## src/rtl/rob_defs.sv

```systemverilog
// rob_defs: shared ROB result type, writeback requester count and requester id type.
package rob_defs;
  localparam int WB_NUM_REQ = 3;
  typedef logic [$clog2(WB_NUM_REQ)-1:0] t_wb_req_id;
  typedef struct packed {
    logic [5:0]  robid;
    logic        exc;
    logic [31:0] data;
  } t_rob_result;
endpackage

```

## src/rtl/rob_wb_fifo.sv

```systemverilog
// rob_wb_fifo: per-requester result buffer with push, pop, head and occupancy count.
module rob_wb_fifo
  import rob_defs::*;
#(
  parameter int DEPTH = 2
) (
  input  logic                         clk,
  input  logic                         rst_n,
  input  logic                         push_i,
  input  logic                         pop_i,
  input  t_rob_result                  data_i,
  output t_rob_result                  head_o,
  output logic [$clog2(DEPTH+1)-1:0]   count_o
);
  localparam int PW = $clog2(DEPTH);
  localparam int CW = $clog2(DEPTH + 1);
  t_rob_result   mem_q [DEPTH];
  logic [PW-1:0] wr_q, rd_q;
  logic [CW-1:0] count_q;
  always_ff @(posedge clk or negedge rst_n)
    if (!rst_n) begin
      wr_q    <= '0;
      rd_q    <= '0;
      count_q <= '0;
    end else begin
      if (push_i) wr_q <= wr_q + 1'b1;
      if (pop_i) rd_q <= rd_q + 1'b1;
      count_q <= count_q + CW'(push_i) - CW'(pop_i);
    end
  always_ff @(posedge clk)
    if (push_i) mem_q[wr_q] <= data_i;
  assign head_o  = mem_q[rd_q];
  assign count_o = count_q;
endmodule

```

## src/rtl/rob_wb_arb.sv

```systemverilog
// rob_wb_arb: buffers execution-unit writebacks and delivers one per cycle to the ROB.
// Define ROB_WB_ARB_FIXED_PRIO_EN for fixed priority (requester 0 highest) instead of round-robin.
module rob_wb_arb
  import rob_defs::*;
#(
  parameter int NUM_REQ    = WB_NUM_REQ,
  parameter int FIFO_DEPTH = 2
) (
  input  logic                       clk,
  input  logic                       reset,
  input  logic [NUM_REQ-1:0]         req_valid_rb0,
  input  t_rob_result                req_result_rb0 [NUM_REQ],
  output logic [NUM_REQ-1:0]         req_ready_rb0,
  output logic                       ro_valid_rb0,
  output t_rob_result                ro_result_rb0,
  output logic [$clog2(NUM_REQ)-1:0] grant_id_rb0
);
  localparam int IDW = $clog2(NUM_REQ);
  localparam int CW  = $clog2(FIFO_DEPTH + 1);
  t_rob_result        head [NUM_REQ];
  logic [CW-1:0]      cnt [NUM_REQ];
  logic [NUM_REQ-1:0] nonempty;
  logic [IDW-1:0]     sel, grant_q;
  logic               any;
  for (genvar g = 0; g < NUM_REQ; g++) begin : g_buf
    assign req_ready_rb0[g] = reset && (cnt[g] < CW'(FIFO_DEPTH));
    assign nonempty[g]      = cnt[g] != '0;
    rob_wb_fifo #(.DEPTH(FIFO_DEPTH)) u_fifo (
      .clk     (clk),
      .rst_n   (reset),
      .push_i  (req_valid_rb0[g] && req_ready_rb0[g]),
      .pop_i   (any && (sel == IDW'(g))),
      .data_i  (req_result_rb0[g]),
      .head_o  (head[g]),
      .count_o (cnt[g])
    );
  end
`ifdef ROB_WB_ARB_FIXED_PRIO_EN
  always_comb begin
    sel = grant_q;
    any = 1'b0;
    for (int k = NUM_REQ - 1; k >= 0; k--)
      if (nonempty[k]) begin
        sel = IDW'(k);
        any = 1'b1;
      end
  end
`else
  logic [IDW-1:0] last_q;
  // Descending scan so the nearest requester after last grant wins.
  always_comb begin
    sel = grant_q;
    any = 1'b0;
    for (int k = NUM_REQ; k >= 1; k--)
      if (nonempty[(int'(last_q) + k) % NUM_REQ]) begin
        sel = IDW'((int'(last_q) + k) % NUM_REQ);
        any = 1'b1;
      end
  end
  always_ff @(posedge clk or negedge reset)
    if (!reset) last_q <= IDW'(NUM_REQ - 1);
    else if (any) last_q <= sel;
`endif
  assign ro_valid_rb0  = any;
  assign ro_result_rb0 = any ? head[sel] : '0;
  assign grant_id_rb0  = any ? sel : grant_q;
  always_ff @(posedge clk or negedge reset)
    if (!reset) grant_q <= '0;
    else grant_q <= grant_id_rb0;
`ifdef ASSERT
  always_ff @(posedge clk)
    if (reset) assert ((req_valid_rb0 & ~req_ready_rb0) == '0)
      else $error("rob_wb_arb: request valid while buffer not ready, result dropped");
`endif
endmodule

```

## config.mk

```make
export PLATFORM = sky130hd
export DESIGN_NAME = rob_wb_arb
export DESIGN_NICKNAME = d
export VERILOG_FILES = /design/src/rtl/rob_defs.sv /design/src/rtl/rob_wb_fifo.sv /design/src/rtl/rob_wb_arb.sv
export SDC_FILE = /design/constraint.sdc
export NUM_CORES = 1
export LEC_CHECK = 0
export ABC_AREA = 1
export BUFFER_PORTS_ARGS = -buffer_cell sky130_fd_sc_hd__buf_2
export CORE_MARGIN = 2
export CORE_UTILIZATION = 45
export CTS_CLUSTER_SIZE = 30
export DETAILED_ROUTE_END_ITERATION = 10
export PLACE_DENSITY = 0.66
export SLEW_MARGIN = 20
export SYNTH_ARGS = -nofsm -noshare
export SYNTH_HDL_FRONTEND = slang
export SYNTH_HIERARCHICAL = 1
export SYNTH_SLANG_ARGS = --single-unit
```

## constraint.sdc

```tcl
create_clock -name clk -period 5.4 [get_ports clk]
set_clock_uncertainty 0.15 [all_clocks]
set_input_delay 1.08 -clock clk [delete_from_list [all_inputs] [get_ports clk]]
set_output_delay 1.08 -clock clk [all_outputs]
set_load 0.01 [all_outputs]
```

==> flow_metrics.tcl, run 1 <==
set metrics [dict create \
    status "completed" \
    cts_buffers 27 \
    cts_resized 0 \
    worst_pin_slew_ns 1.04 \
    drc 0 \
    wl_per_cell_um 15.4 \
    first_pass_iters 5 \
    via_per_inst 4.74 \
    maxCapViolCount 0 \
    grt_overflow_total 0 \
    cts_setup_buffers 0 \
    required_ns 4.17 \
    grt_usage_pct 18.3 \
    finalCriticalPeriod_ns 4.53 \
    final-max-slew-violation-count 0 \
    htreeDepth 1 \
    tns_ns 0 \
    grt_pass1_vias 6853 \
    drive_gt1_share_pct 20.5 \
    dp_slack_ns 1.42 \
    rsz0062_at_grt "no" \
    critPathMaxFanout 33 \
    clk_pin_slew_ns 0.06 \
    endpoint_kind "output pin" \
    fp-row-count 57 \
    core-area_um2 24200 \
    drt_iter0_markers 452 \
    hold_viol_final 0 \
    max_clock_freq_mhz 221 \
    wl_mm 23.9 \
    syn_area_um2 11100 \
    hpwl_mm 15.4 \
    gp_congestion 0.786 \
    dieArea_um2 26000 \
    grt_pass1_wl_mm 36.7 \
    hold_path.class "in -> async" \
    die_h_um 161 \
    ant_nets 0 \
    die_x_um 161 \
    synthDistinctLibCells 31 \
    setup_ws_ns 0.868 \
    vias 7343 \
    start_util_pct 45.8 \
    fin_cells 1549 \
    port_buffers 166 \
    syn_inst 1046 \
    io_pins 167 \
    seq_area_frac_synth_pct 66.9 \
    insertion_delay_ns 0.52 \
    syn_nets 1177 \
    synth_area_per_cell_um2 10.6 \
    finalSetupViolCount 0 \
    grt_max_degree 58 \
    cts_root_buf "clkbuf_16" \
    dp_cells 1498 \
    ys_ff_latch 250 \
    clk_path_buf_depth 3 \
    hold_ws_ns 0.342 \
    antenna_found_initial 7 \
    ctsHoldBuffers 0 \
    area_growth_pct 16.9 \
    max_slew_margin_pct 30.7 \
    fin_nets 1334 \
    critical_path_class "reg -> out" \
    cts_tree "done" \
    final.period_utilization_pct 83.9 \
    cp-start-kind "register" \
    cts_sinks 250 \
    arrival_ns 3.30 \
    yosysWarnings 6 \
]
## through the flow
stage	util, %	instance area [µm²]
after floorplan	-	11100
after global placement	49.7	12100
after detailed placement	49.7	12100
after CTS	53.5	13000
after global routing	53.5	13000
final	53.6	13000
## cell type report
| cell class | instances | area (µm²) |
|---|---|---|
| Clock inverter | 19 | 240 |
| Inverter | 230 | 863 |
| Timing Repair Buffer | 175 | 898 |
| Tap cell | 324 | 405 |
| Sequential cell | 250 | 7430 |
| Antenna cell | 2 | 5.00 |
| Fill cell | 2129 | 11300 |
| Clock buffer | 30 | 687 |
| Multi-Input combinational cell | 519 | 2450 |
## cell usage after synthesis (all sizes together)
cell type	number	area (µm²)
dfstp	1	26.3
nand2	277	1050
a21boi	1	18.8
xor2	6	52.6
nor3b	2	15.0
nand4	1	12.5
ha	9	113
a21oi	2	10.0
dfrtp	15	375
nor3	1	5.00
clkbuf	5	22.5
nand3	86	445
o21ai	119	607
and3	1	6.26
nor2	14	88.8
edfxtp	234	7030
inv	230	863
buf	42	369
## worst max-delay path, stage by stage, from the launching register on
cell,delay (ns)
dfrtp_1,0.36
inv_1,0.07
ha_1,0.34
inv_2,0.07
nand2_1,0.09
nand2_1,0.06
nand2_1,0.10
nand2_4,0.09
nand4_2,0.14
inv_2,0.11
nor2_4,0.75
buf_4,0.30
nand3_1,0.09
nand2_1,0.06
buf_2,0.13
## routing by layer
layer	GRT usage, %	wire length (µm)	share of wire (%)	vias to the layer above
met3	4.42	1460	6.1	44
met2	31.3	11600	48	165
met5	0	62	0.26	-
met1	23.7	10300	43	3443
li1	-	-	-	3681
met4	4.34	436	1.8	10
## sequential cells by signal, indices dropped and copies added (netlist names)
name	cells
g_buf.u_fifo/wr_q	3
g_buf.u_fifo/count_o	6
grant_q	2
g_buf.u_fifo/rd_q	3
g_buf.u_fifo/mem_q	234
last_q	2
## final timing paths
path,from,endpoint,slack [ns],depth (start not counted)
worst min register to register,last_q[1]$_DFFE_PN1N_,last_q[1]$_DFFE_PN1N_,0.38,2
worst max-delay path,last_q[0]$_DFFE_PN0N_,ro_result_rb0[37],0.87,14
worst min-delay path,reset,g_buf[2].u_fifo/count_o[1]$_DFF_PN0_,0.34,1
worst max register to register,last_q[1]$_DFFE_PN1N_,g_buf[0].u_fifo/count_o[1]$_DFF_PN0_,2.08,18
max in group asynchronous,reset,last_q[1]$_DFFE_PN1N_,4.43,1
min in group clk,last_q[1]$_DFFE_PN1N_,last_q[1]$_DFFE_PN1N_,0.38,2
## cells in the final DEF (no fill, tap or decap), types with 9 or more instances in the layout
cell type  instances
buf_4              9
o21ai_0           89
inv_1            221
o21ai_1           27
ha_1               9
buf_2            166
nand2_1          272
dfrtp_1           12
inv_2              9
clkinv_2           9
edfxtp_1         234
nand3_1           83
clkbuf_16         27
## kinds of logic (layout without fill, tap and decap cells)
logic type,count (synthesis),in the layout,share of synthesized area (%)
compound gates,122,122,5.72
buf+inv,277,454,11.3
fa+ha+maj,9,9,1.01
xor+xnor,6,6,0.473
other cells,0,2,0
simple gates,382,382,14.6
flops,250,250,66.9
Power of run 1 is not shown: default switching activity piles up to over one toggle a cycle in this logic, so the estimate is an artifact.
==> run 2: changes to the inputs <==
==> constraint.sdc (replaced) <==
create_clock -name clk -period 4.3 [get_ports clk]
set_clock_uncertainty 0.15 [all_clocks]
set_input_delay 0.86 -clock clk [delete_from_list [all_inputs] [get_ports clk]]
set_output_delay 0.86 -clock clk [all_outputs]
set_load 0.01 [all_outputs]
==> flow_metrics.tcl, run 2 (synthesis gave the netlist of run 1 again) <==
set metrics [dict create \
    status "completed" \
    ff2ff_path_depth 19 \
    wl_per_cell_um 15.9 \
    via_per_inst 4.74 \
    max_clock_freq_mhz 241 \
    cp-start-kind "register" \
    ant_nets 0 \
    final.period_utilization_pct 96.3 \
    drive_gt1_share_pct 21.0 \
    fp-row-count 57 \
    hpwl_mm 15.9 \
    cts_sinks 250 \
    grt_pass1_vias 6972 \
    htreeDepth 1 \
    insertion_delay_ns 0.54 \
    port_buffers 166 \
    finalSetupViolCount 0 \
    fin_area_um2 13100 \
    clk_path_buf_depth 3 \
    grt_max_degree 51 \
    maxCapViolCount 0 \
    hold_viol_final 0 \
    io_pins 167 \
    core-area_um2 24200 \
    hold_path.class "in -> async" \
    cts_buffers 27 \
    tns_ns 0 \
    gp_congestion 0.815 \
    worstReg2RegEnd "g_buf[0].u_fifo/count_o[1]$_DFF_PN0_" \
    grt_overflow_total 0 \
    top_register "g_buf.u_fifo/mem_q" \
    drt_iter0_markers 512 \
    first_pass_iters 5 \
    final_cell_mix "nand2_1 (272), edfxtp_1 (234), inv_1 (221), buf_2 (166), o21ai_0 (89)" \
    endpoint_kind "output pin" \
    mostFrequentLayoutCell "nand2_1" \
    clk_pin_slew_ns 0.06 \
    area_growth_pct 17.6 \
    die_h_um 161 \
    start_util_pct 45.8 \
    antenna_found_initial 5 \
    cts_tree "done" \
    critPathMaxFanout 10 \
    grt_usage_pct 18.4 \
    fillCellCount 2178 \
    dieArea_um2 26000 \
    grt_pass1_wl_mm 36.8 \
    critical_path_class "reg -> out" \
    arrival_ns 3.13 \
    die_x_um 161 \
    vias 7425 \
    rrSetupSlack_ns 1.18 \
    place_area_um2 12200 \
    max_slew_margin_pct 42.5 \
    worst_pin_slew_ns 0.863 \
    crit_start "last_q[1]$_DFFE_PN1N_" \
    wl_mm 24.8 \
    drc 0 \
    final-max-slew-violation-count 0 \
    final_util_pct 53.9 \
    cts_root_buf "clkbuf_16" \
    largest_reg_flops 234 \
    reg2reg_from "last_q[1]$_DFFE_PN1N_" \
    required_ns 3.29 \
    fin_nets 1350 \
    finalCriticalPeriod_ns 4.14 \
]
## run 2: worst max-delay path, cell delays in order (launching register included)
cell and delay, ns:
dfstp_2 0.54, inv_1 0.06, ha_1 0.21, inv_2 0.10, nand3_2 0.11, nand2_1 0.07, nand2_1 0.05, nand2_1 0.06
nand2_2 0.07, a21boi_4 0.29, inv_2 0.20, nor2_4 0.45, nand2_1 0.13, nand2_1 0.09, buf_2 0.14
## run 2: worst max path at each step
stage | to | slack [ns]
6_report | ro_result_rb0[34] | 0.16
3_3_place_gp | ro_result_rb0[16] | 0.52
4_1_cts | ro_result_rb0[16] | -0.12
2_1_floorplan | g_buf[0].u_fifo/mem_q[0][0]$_DFFE_PP_ | 0.68
3_5_place_dp | ro_result_rb0[16] | 0.43
5_1_grt | ro_result_rb0[38] | -0.008
## run 2: what timing repair did
item,CTS,global route
buffers inserted,0,2
endpoints found under the setup margin,27,27
hold buffers,0,0
resized for setup,0,1
pin swaps,1,4
cloned,0,4
endpoints found under the hold margin,0,0
## run 2: routing by layer
layer  part of all wire [%]  wire length [µm]  track usage [%]  vias to the layer above
li1                       -                 -                -                     3715
met1                     44             11000             24.7                     3484
met2                     48             11900             30.9                      187
met3                    6.2              1540             4.06                       33
met4                    1.5               369             3.94                        6
met5                   0.14                35                0                        -
## run 2: area by class of cell
class | count | area, µm² | share of cell area, %
clock inverters | 15 | 114 | 0.871
repair buffers | 187 | 1060 | 8.10
clock buffers | 33 | 698 | 5.34
flip-flops and latches | 250 | 7430 | 56.9
inverters | 230 | 863 | 6.60
multi-input cells | 523 | 2490 | 19.1
well taps | 324 | 405 | 3.10
diodes | 3 | 7.51 | 0.0574
## run 2: per-stage QoR
step | instances | hold slack [ns] | worst slack, ns
after floorplan | 1046 | 0.313 | 0.683
after global placement | 1507 | 0.355 | 0.519
after detailed placement | 1507 | 0.360 | 0.432
after CTS | 1555 | 0.0823 | -0.122
after global routing | 1562 | 0.0948 | -0.00776
final | 1565 | 0.102 | 0.159
Power of run 2 is left out for the same reason.
==> run 3: changes to the inputs <==
--- a/config.mk
+++ b/config.mk
@@ -5,13 +5,14 @@
 export SDC_FILE = /design/constraint.sdc
 export NUM_CORES = 1
 export LEC_CHECK = 0
-export ABC_AREA = 1
+export ABC_AREA = 0
 export BUFFER_PORTS_ARGS = -buffer_cell sky130_fd_sc_hd__buf_2
 export CORE_MARGIN = 2
 export CORE_UTILIZATION = 45
 export CTS_CLUSTER_SIZE = 30
 export DETAILED_ROUTE_END_ITERATION = 10
-export PLACE_DENSITY = 0.66
+export PLACE_DENSITY = 0.67
+export RECOVER_POWER = 100
 export SLEW_MARGIN = 20
 export SYNTH_ARGS = -nofsm -noshare
 export SYNTH_HDL_FRONTEND = slang
==> flow_metrics.tcl, run 3 <==
set metrics [dict create \
    grt_pass1_vias 6116 \
    regArea_um2 7430 \
    finalSetupViolCount 0 \
    start_util_pct 45.6 \
    die_x_um 158 \
    synth_area_per_cell_um2 19.4 \
    synth_xor_xnor_area_share_pct 1.16 \
    crit_chain "ha_4 -> or3b_4 -> a32oi_4 -> o311ai_4 -> a31oi_4 -> buf_12 -> buf_12 -> mux2i_1 -> o2bb2ai_2 -> buf_2" \
    netlist_top_cells_count "edfxtp_1 (234), mux2_2 (118), mux2i_1 (39), o2bb2ai_2 (39), buf_6 (18)" \
    fin_cells 1076 \
    synthDistinctLibCells 36 \
    die_h_um 158 \
    crit_buf_inv 3 \
    area_growth_pct 20.0 \
    antenna_found_initial 0 \
    mostFrequentLayoutCell "edfxtp_1" \
    top_register "g_buf.u_fifo/mem_q" \
    status "complete, but fails checks" \
    synth-simple-area-share_pct 2.00 \
    drt_iter0_markers 338 \
    final-max-slew-violation-count 51 \
    slowest_stage "dfstp_2" \
    wl_mm 22.9 \
    cp-start-kind "register" \
    critical_path_class "reg -> out" \
    htreeDepth 1 \
    path_common_cell "buf_12" \
    grt_pass1_wl_mm 33.7 \
    ant_nets 0 \
    drc 0 \
    cpPeakStageDelay_ns 0.56 \
    arrival_ns 3.19 \
    synth_top_cell_area_share_pct 66.1 \
    via_per_inst 5.19 \
    synth_top_family_by_area "multiplexers" \
    first_pass_iters 5 \
    synth_edf_count 234 \
    endpoint_kind "output pin" \
    cts_root_buf "clkbuf_16" \
    max_slew_margin_pct -26.1 \
    gp_congestion 0.794 \
    core-area_um2 23300 \
    port_buffers 166 \
    fillCellCount 1860 \
    p_per_area_nw_per_um2 842 \
    cts_tree "done" \
    ir_worst_vdd_mv 0.500 \
    grt_overflow_total 0 \
    final_cell_mix "edfxtp_1 (234), mux2_2 (118), clkbuf_1 (85), buf_2 (77), o2bb2ai_2 (39)" \
    cts_buffers 26 \
    syn_inst 548 \
    synth_area_leader_cell "edfxtp_1" \
    clk_pin_slew_ns 0.06 \
    vias 5582 \
    violations "capacitance limit, slew limit" \
    insertion_delay_ns 0.53 \
    diodes 0 \
    syn_area_um2 10600 \
    drive_gt1_share_pct 45.0 \
    yosysMostFrequentCell "edfxtp_1" \
    cp_top_family "compound AO/OA/AOI/OAI gates" \
    p_total_mw 10.7 \
    grt_usage_pct 17.8 \
    synthArstFlopShare_pct 6.40 \
    tns_ns 0 \
    hold_path.class "in -> async" \
    fp-row-count 56 \
    yosysWarnings 6 \
    wl_per_cell_um 21.3 \
    cts_sinks 250 \
    synth_ff_type "edfxtp_1" \
    required_ns 3.29 \
    multi_input_area_um2 3080 \
    io_pins 167 \
    maxCapViolCount 3 \
    hold_viol_final 0 \
    final_util_pct 54.7 \
    p_leak_nw 4.46 \
    largest_reg_flops 234 \
    rsz0062_at_grt "no" \
    dp_cells 1024 \
    synth_area_leaders "edfxtp_1 (66%), mux2_2 (12%), o2bb2ai_2 (5.5%), mux2i_1 (3.7%), dfrtp_1 (3.5%)" \
    seq_area_frac_synth_pct 69.9 \
    finalCriticalPeriod_ns 4.20 \
    hpwl_mm 14.9 \
    worst_pin_slew_ns 1.89 \
    max_clock_freq_mhz 238 \
    fin_nets 871 \
    syn_nets 679 \
    final.period_utilization_pct 97.6 \
    ys_ff_latch 250 \
    synth_mux_area_share_pct 16.2 \
    grt_max_degree 41 \
    critPathMaxFanout 10 \
    clk_path_buf_depth 3 \
    dieArea_um2 24900 \
    synth_compound_area_share_pct 6.58 \
    synth_fa_ha_area_share_pct 1.06 \
]
-- run 3: timing repair --
action	in CTS	in global routing
endpoints found under the setup margin	39	39
cloned	0	3
resized for setup	8	45
pin swaps	0	3
setup buffers	1	3
hold buffers	0	0
-- run 3: worst reg2reg max path, stage by stage (launching register included) --
cell	delay, ns
dfstp_2	0.56
ha_4	0.16
or3b_4	0.41
a32oi_4	0.30
o311ai_4	0.17
a31oi_4	0.25
buf_12	0.15
clkbuf_16	0.18
and3_1	0.21
ha_1	0.24
inv_1	0.06
ha_1	0.14
xor3_1	0.21
-- run 3: cells by family (layout without fill, tap and decap cells) --
| logic type | count (synthesis) | count (layout) |
|---|---|---|
| buffers and inverters | 36 | 245 |
| adders and majority gates | 9 | 9 |
| DFF | 250 | 250 |
| muxes | 157 | 157 |
| xor gates and xnor gates | 9 | 9 |
| AOI/OAI and AO/OA | 50 | 50 |
| and+or+nand+nor | 37 | 37 |
-- run 3: report_power, final --
| group | switching, mW | internal (mW) |
|---|---|---|
| sequential | 0.278 | 3.01 |
| clock | 0.865 | 1.17 |
| combinational | 2.80 | 2.63 |
-- run 3: layout make-up --
cell class / count / area share [%]
sequential: 250 / 58.3
tap: 319 / 3.13
inverter: 11 / 0.324
timing repair buffer: 189 / 8.14
multi-input combinational: 262 / 24.1
clock buffer: 40 / 5.75
clock inverter: 5 / 0.294
-- run 3: final timing paths --
path / start / endpoint / slack (ns) / cells after the start
min: reset / g_buf[1].u_fifo/wr_q$_DFFE_PN0P_ / 0.31 / 1
min in group clk: g_buf[2].u_fifo/wr_q$_DFFE_PN0P_ / g_buf[2].u_fifo/wr_q$_DFFE_PN0P_ / 0.34 / 1
max in group asynchronous: reset / g_buf[1].u_fifo/rd_q$_DFFE_PN0P_ / 3.02 / 1
min reg2reg: g_buf[2].u_fifo/wr_q$_DFFE_PN0P_ / g_buf[2].u_fifo/wr_q$_DFFE_PN0P_ / 0.34 / 1
max: last_q[1]$_DFFE_PN1N_ / ro_result_rb0[20] / 0.10 / 10
max reg2reg: last_q[1]$_DFFE_PN1N_ / g_buf[0].u_fifo/count_o[1]$_DFF_PN0_ / 1.01 / 12
-- run 3: through the flow --
stage                     area [µm²]  hold WS [ns]  worst slack [ns]
final                          12800         0.306             0.102
after global routing           12800         0.347           0.00741
after CTS                      12600        0.0886           0.00238
after detailed placement       11800         0.371             0.418
after global placement         11800         0.358             0.129
after floorplan                10600         0.305             0.615
-- run 3: metal layers --
layer	wire length, µm	track usage, %	vias to the layer above
met5	0	0	-
met2	11900	32.0	142
met3	975	2.57	37
met4	487	4.59	0
li1	-	-	2553
met1	9530	22.7	2850
Note: power is estimated with default switching activity, not from simulation.
